`config.mk`:
```
export PLATFORM = sky130hd
export DESIGN_NAME = wb_regfile
export DESIGN_NICKNAME = d
export VERILOG_FILES = /design/src/rtl/wb_regfile.sv
export SDC_FILE = /design/constraint.sdc
export NUM_CORES = 2
export LEC_CHECK = 0
export CAP_MARGIN = 10
export CORE_ASPECT_RATIO = 0.5
export CORE_MARGIN = 4
export CORE_UTILIZATION = 40
export DETAILED_ROUTE_END_ITERATION = 7
export PLACE_DENSITY = 0.54
export SLEW_MARGIN = 20
export SYNTH_ARGS = -nofsm -noshare
export SYNTH_HDL_FRONTEND = slang
export SYNTH_SLANG_ARGS = --single-unit
```
`constraint.sdc`:
```
create_clock -name clk -period 5.7 [get_ports clk]
set_input_delay 1.71 -clock clk [delete_from_list [all_inputs] [get_ports clk]]
set_output_delay 1.71 -clock clk [all_outputs]
set_load 0.02 [all_outputs]
```
`src/rtl/wb_regfile.sv`:
```
`default_nettype none
// +-----------------------------------------------------------------------+
// | wb_regfile: MEM/WB pipeline register fused with a 32x32 register file |
// | with two combinational read ports and WB-to-ID bypass.                 |
// | Revision: 1.0                                                         |
// +-----------------------------------------------------------------------+
module wb_regfile #(
  parameter int DATA_W = 32,
  parameter int NREGS  = 32
) (
  input  logic              clk,
  input  logic              rst,
  input  logic              in_valid,
  input  logic              in_reg_write,
  input  logic [4:0]        in_wr_addr,
  input  logic [DATA_W-1:0] in_wr_data,
  input  logic              stall,
  input  logic              flush,
  input  logic [4:0]        rs_addr,
  input  logic [4:0]        rt_addr,
  output logic [DATA_W-1:0] rs_data,
  output logic [DATA_W-1:0] rt_data,
  output logic [4:0]        wb_busy_addr,
  output logic [15:0]       commit_count
);

  localparam int ADDR_W = 5;

  logic              stg_valid;
  logic              stg_we;
  logic [ADDR_W-1:0] stg_addr;
  logic [DATA_W-1:0] stg_data;

  logic [DATA_W-1:0] regs [NREGS];
  logic [15:0]       count;
  logic              commit;
  logic              stg_write;

  // A pending write only leaves the stage on an edge where the stage advances.
  assign stg_write = stg_valid && stg_we;
  assign commit    = !stall && stg_write && (stg_addr != '0);

  always_ff @(posedge clk) begin
    if (rst) begin
      stg_valid <= 1'b0;
      stg_we    <= 1'b0;
      stg_addr  <= '0;
      stg_data  <= '0;
    end else if (flush) begin
      stg_valid <= 1'b0;
      stg_we    <= 1'b0;
    end else if (!stall) begin
      stg_valid <= in_valid;
      stg_we    <= in_reg_write & in_valid;
      stg_addr  <= in_wr_addr;
      stg_data  <= in_wr_data;
    end
  end

  always_ff @(posedge clk) begin
    if (rst) begin
      for (int i = 0; i < NREGS; i++) begin
        regs[i] <= '0;
      end
    end else if (commit) begin
      regs[stg_addr] <= stg_data;
    end
  end

  always_ff @(posedge clk) begin
    if (rst) begin
      count <= '0;
    end else if (commit) begin
      count <= count + 16'd1;
    end
  end

  // r0 reads as zero even if the stage holds a write aimed at it.
  always_comb begin
    rs_data = '0;
    if (rs_addr != '0) begin
      if (stg_write && (stg_addr == rs_addr)) begin
        rs_data = stg_data;
      end else begin
        rs_data = regs[rs_addr];
      end
    end
  end

  always_comb begin
    rt_data = '0;
    if (rt_addr != '0) begin
      if (stg_write && (stg_addr == rt_addr)) begin
        rt_data = stg_data;
      end else begin
        rt_data = regs[rt_addr];
      end
    end
  end

  assign wb_busy_addr = stg_write ? stg_addr : '0;
  assign commit_count = count;

endmodule
`default_nettype wire

```
---- After elaboration in Yosys (flattened, before gate mapping) ----
Memory sizes are Yosys's and may differ from the RTL's.
Cells that the tools add are included.
word-level totals
  memories ................................ 1
  bits in writable memories ............... 1024
  output and inout port bits .............. 85
  input bits .............................. 53
  bits in registers ....................... 55
cells by class
  $add $sub $neg .......................... 1
  multiplexer cells ....................... 13
  bitwise logic cells ..................... 3
  equal/unequal tests ..................... 2
  reductions and logical operators ........ 12
memories
  memory  depth  width  read ports  clocked after memory_dff  wr ports  line  text
  regs    32     32     2           0                         32        34    logic [DATA_W-1:0] regs [NREGS];
operators with widths
  cell                                                             number
  32-bit 2-to-1 mux                                                5
  32-bit OR reduction                                              1
  16-bit by 1-bit adder with 16-bit output, second input constant  1
  5-bit nonzero test                                               3
  5-bit == test                                                    2
  5-bit 2-to-1 mux                                                 2
  1-bit 2-to-1 mux                                                 6
  1-bit logical AND                                                5
  1-bit NOT                                                        2
  2-bit AND reduction                                              1
  2-bit OR reduction                                               1
  1-bit bitwise AND                                                1
  1-bit logical NOT                                                1

---- Depth between registers and ports, before layout ----
  depth in word-level cells ............... 8
  depth in mapped cells ................... 11

---- Least setup slack after synthesis ----
Ideal clock, no wire load.
  path kind ............................... input-to-output
  start point ............................. input rs_addr[1]
  end point ............................... output rs_data[16]
  stages on the path ...................... 8
  buffers on the path ..................... 4
  slack ................................... 0.320 ns
  arrival time ............................ 3.670 ns
  path through ............................ buf_2 > buf_2 > buf_2 > buf_2 > mux4_2 > nand2_1 > and3_1 > o41ai_1
on the way
  cells in the longest elaborated chain, start to end .. 4
RTL lines
  what                                                                        line  text
  start: declaration                                                          19    input logic [4:0] rs_addr,
  parallel branches: the longest is 3 deep, another holds memory 32 x 32 bit  n/a
  32-bit 2-to-1 mux *                                                         81    if (rs_addr != '0) begin
  end: declaration                                                            21    output logic [DATA_W-1:0] rs_data,
Mark *: on every way between the ends.

---- Worst setup path after layout ----
  start point ............................. input rs_addr[0]
  end point ............................... output rs_data[27]
The elaborated chain is that of the path after synthesis.

==> reports/qor.yml <==
outcome: "complete, but fails checks"
failed_checks: "DRC, setup timing"
cts_tree: "built"
htree_levels: 3
die-area_um2: 151000
drive_gt1_share_pct: 27.42
yosysTopAreaCell: "edfxtp_1"
dieWidth_um: 545.6
drc: 2
hp-class: "flop to flop"
cts.clk_slew.worst_paths_ns: 0.06
path_max_fanout: 11
post-place-ws_ns: -0.5279
numCtsBuffers: 105
ys_seq_area_share_pct: 55.09
p_int_mw: 13.97
area_growth_pct: 19.92
postSynthCellCount: 4143
crit_slowest_cell: "mux4_2"
fin_ws_ns: -0.05991
cpPeakStageDelay_ns: 0.52
yosys_most_used_dff: "edfxtp_1"
hold_buffers: 0
via_count: 41000
dr.pass1.iters: 7
dr.first_iter.drc_count: 6137
track_usage_pct: 29.60
relSlewSlack_pct: 31.39
max_clock_freq_ghz: 0.1736
grt_max_degree: 119
cts_buffer_depth: 3
rows: 98
grt_pass1_vias: 40760
hpwlAfterDp_mm: 145.1
numPortBuffers: 137
worst_setup_path_end_kind: "primary output"
drv_slew: 0
clock_sinks: 1079
grt_pass1_wl_mm: 317.1
cp_num_buf_inv: 5
fin_crit_sh_pct: 101.1
ios: 138
insertion_delay_ns: 0.73
min_period_ns: 5.760
rsz0062_at_grt: "true"
postRouteAntennaNets: 0
p_per_area_nw_per_um2: 272.4
reg2reg_slack_ns: 2.68
maxCapViolCount: 0
crit_chain: "buf_12, buf_16, buf_16, buf_12, mux4_2, mux4_2, or2_0, a32o_2, buf_4"
ys.warnings.count: 0
tightestPinTransition_ns: 1.028
critPathLaunchType: "primary input"
fin_nets: 4590
place_area_um2: 65070
required_ns: 3.99
core_area_um2: 143200
fin_area_um2: 69320
critPathKind: "primary input to primary output"
async_flop_share_pct: 0
finalHoldViolations: 0
switchingPower_mw: 4.920
fp.dieH_um: 276.8
place_congestion: 0.8964
synth_top_area_share_pct: 53.19
synth_edf_count: 1024
cpLargestDelayFamily: "multiplexers"
cts_root_buf: "clkbuf_16"
netlist_area_um2: 57810
swShare_pct: 26.05
seqPwrFrac_pct: 48.2
avgSynthCellArea_um2: 13.95
leakage_nw: 25.76
clkPwrFrac_pct: 37.9
finClkSkew_ns: 0.03283
wire_per_inst_um: 34.99
synthTopCellsByArea: "edfxtp_1 53%, mux4_2 15%, and2_1 11%, mux2i_1 5.5%, clkbuf_1 1.9%"
yosysUniqueCellTypes: 67
initial_utilization_pct: 40.37
arrival_ns: 4.05
ys_ff_latch: 1079
combPwrFrac_pct: 13.9
antenna_found_initial: 20
grt-ovfl-total: 0
setup_viol: 2
routed_via_density: 6.277
vdd_ir_drop_max_mv: 0.2404
wirelength_mm: 228.5
## synth_stat cells, drive strengths merged (36+ instances only)
master / count
mux2i: 320
nor2: 96
and2: 996
buf: 125
a221oi: 115
mux4: 392
nand2: 170
or2: 36
a22oi: 51
edfxtp: 1024
a21oi: 94
o21ai: 83
clkbuf: 300
dfxtp: 55
## sequential cells by signal, summed over array words and instances (netlist names)
register	count
commit_count	16
stg_we	1
regs	1024
stg_addr	5
stg_data	32
stg_valid	1
## per-stage QoR
stage                     TNS [ns]  power [mW]  cells  hold slack [ns]  util, %
after floorplan                  0       10.52   4174           0.4823        -
after global placement      -17.11       11.77   6286           0.4856    45.44
after detailed placement    -17.50       11.80   6286           0.4935    45.44
after CTS                  -0.1577       18.88   6508           0.5069    48.20
after global routing       -0.2251       19.38   6525           0.5413    48.39
final                     -0.06515       18.89   6532           0.5041    48.40
## worst reg2reg max path, stage by stage, from the launching register on
cell	delay, ns
dfxtp_1	0.72
or3_1	0.50
nand3_1	0.13
buf_4	0.24
nor2_4	0.14
or2_2	0.64
buf_4	0.33
## routing by layer
layer / routed length [um] / up-vias / track usage (%)
met3: 24730 / 440 / 6.703
li1: - / 16570 / -
met1: 94400 / 21410 / 42.30
met4: 8561 / 2 / 10.28
met5: 7 / - / 0
met2: 100800 / 2583 / 44.51
## what timing repair did
item | CTS | global route
gates cloned | 5 | 1
resized for setup | 132 | 54
pin swaps | 3 | 8
endpoints found under the setup margin | 63 | 30
buffers inserted | 22 | 16
## cell usage in the layout (no fill, tap or decap), types with 16 or more instances in the layout
cell             instances
edfxtp_1              1024
and2_1                 994
buf_4                  423
mux4_2                 392
mux2i_1                317
nand2_1                167
buf_12                 116
clkbuf_16              109
a221oi_1               102
a21oi_1                 90
clkdlybuf4s50_1         62
nor2_1                  56
dfxtp_1                 53
a22oi_1                 50
o21ai_0                 43
o21ai_1                 37
nor2_4                  36
or2_2                   34
nand3_1                 33
a221o_1                 32
conb_1                  32
dlygate4sd2_1           28
clkbuf_1                26
nor3_1                  20
clkinv_1                20
clkinv_2                18
xor2_1                  17
and3_1                  16
## final cells by class
cell class,count,area (um2)
Antenna cell,8,20.02
Clock buffer,141,2897
Clock inverter,54,474.2
Fill cell,12360,73890
Inverter,7,26.28
Multi-Input combinational cell,2663,24550
Sequential cell,1079,31850
Tap cell,1900,2377
Timing Repair Buffer,680,7126
## final timing paths
check	startpoint	end	cells past startpoint
hold reg to reg	stg_data[17]$_SDFFE_PP0P_	stg_data[17]$_SDFFE_PP0P_	2
setup / recovery	rs_addr[0]	rs_data[27]	9
hold / removal	stg_data[17]$_SDFFE_PP0P_	stg_data[17]$_SDFFE_PP0P_	2
setup reg to reg	stg_addr[3]$_SDFFE_PP0P_	regs[12][21]$_SDFFCE_PN0P_	6
## power groups by stage
| stage | logic, mW | clock network, mW | registers [mW] |
|---|---|---|---|
| 6_report | 2.62 | 7.17 | 9.10 |
| 5_1_grt | 2.71 | 7.55 | 9.12 |
| 4_1_cts | 2.57 | 7.22 | 9.10 |
| 3_5_place_dp | 2.53 | 0 | 9.26 |
| 3_3_place_gp | 2.52 | 0 | 9.25 |
| 2_1_floorplan | 1.34 | 0 | 9.18 |
## logic make-up after synthesis
kind of cell	share of synthesized area, %
other cells	0.006487
fa+ha+maj	0.02164
mux	20.89
flops	55.09
compound gates	5.917
xor+xnor	0.2879
buf+inv	3.604
simple gates	14.18
Power figures use the tool's default switching activity.
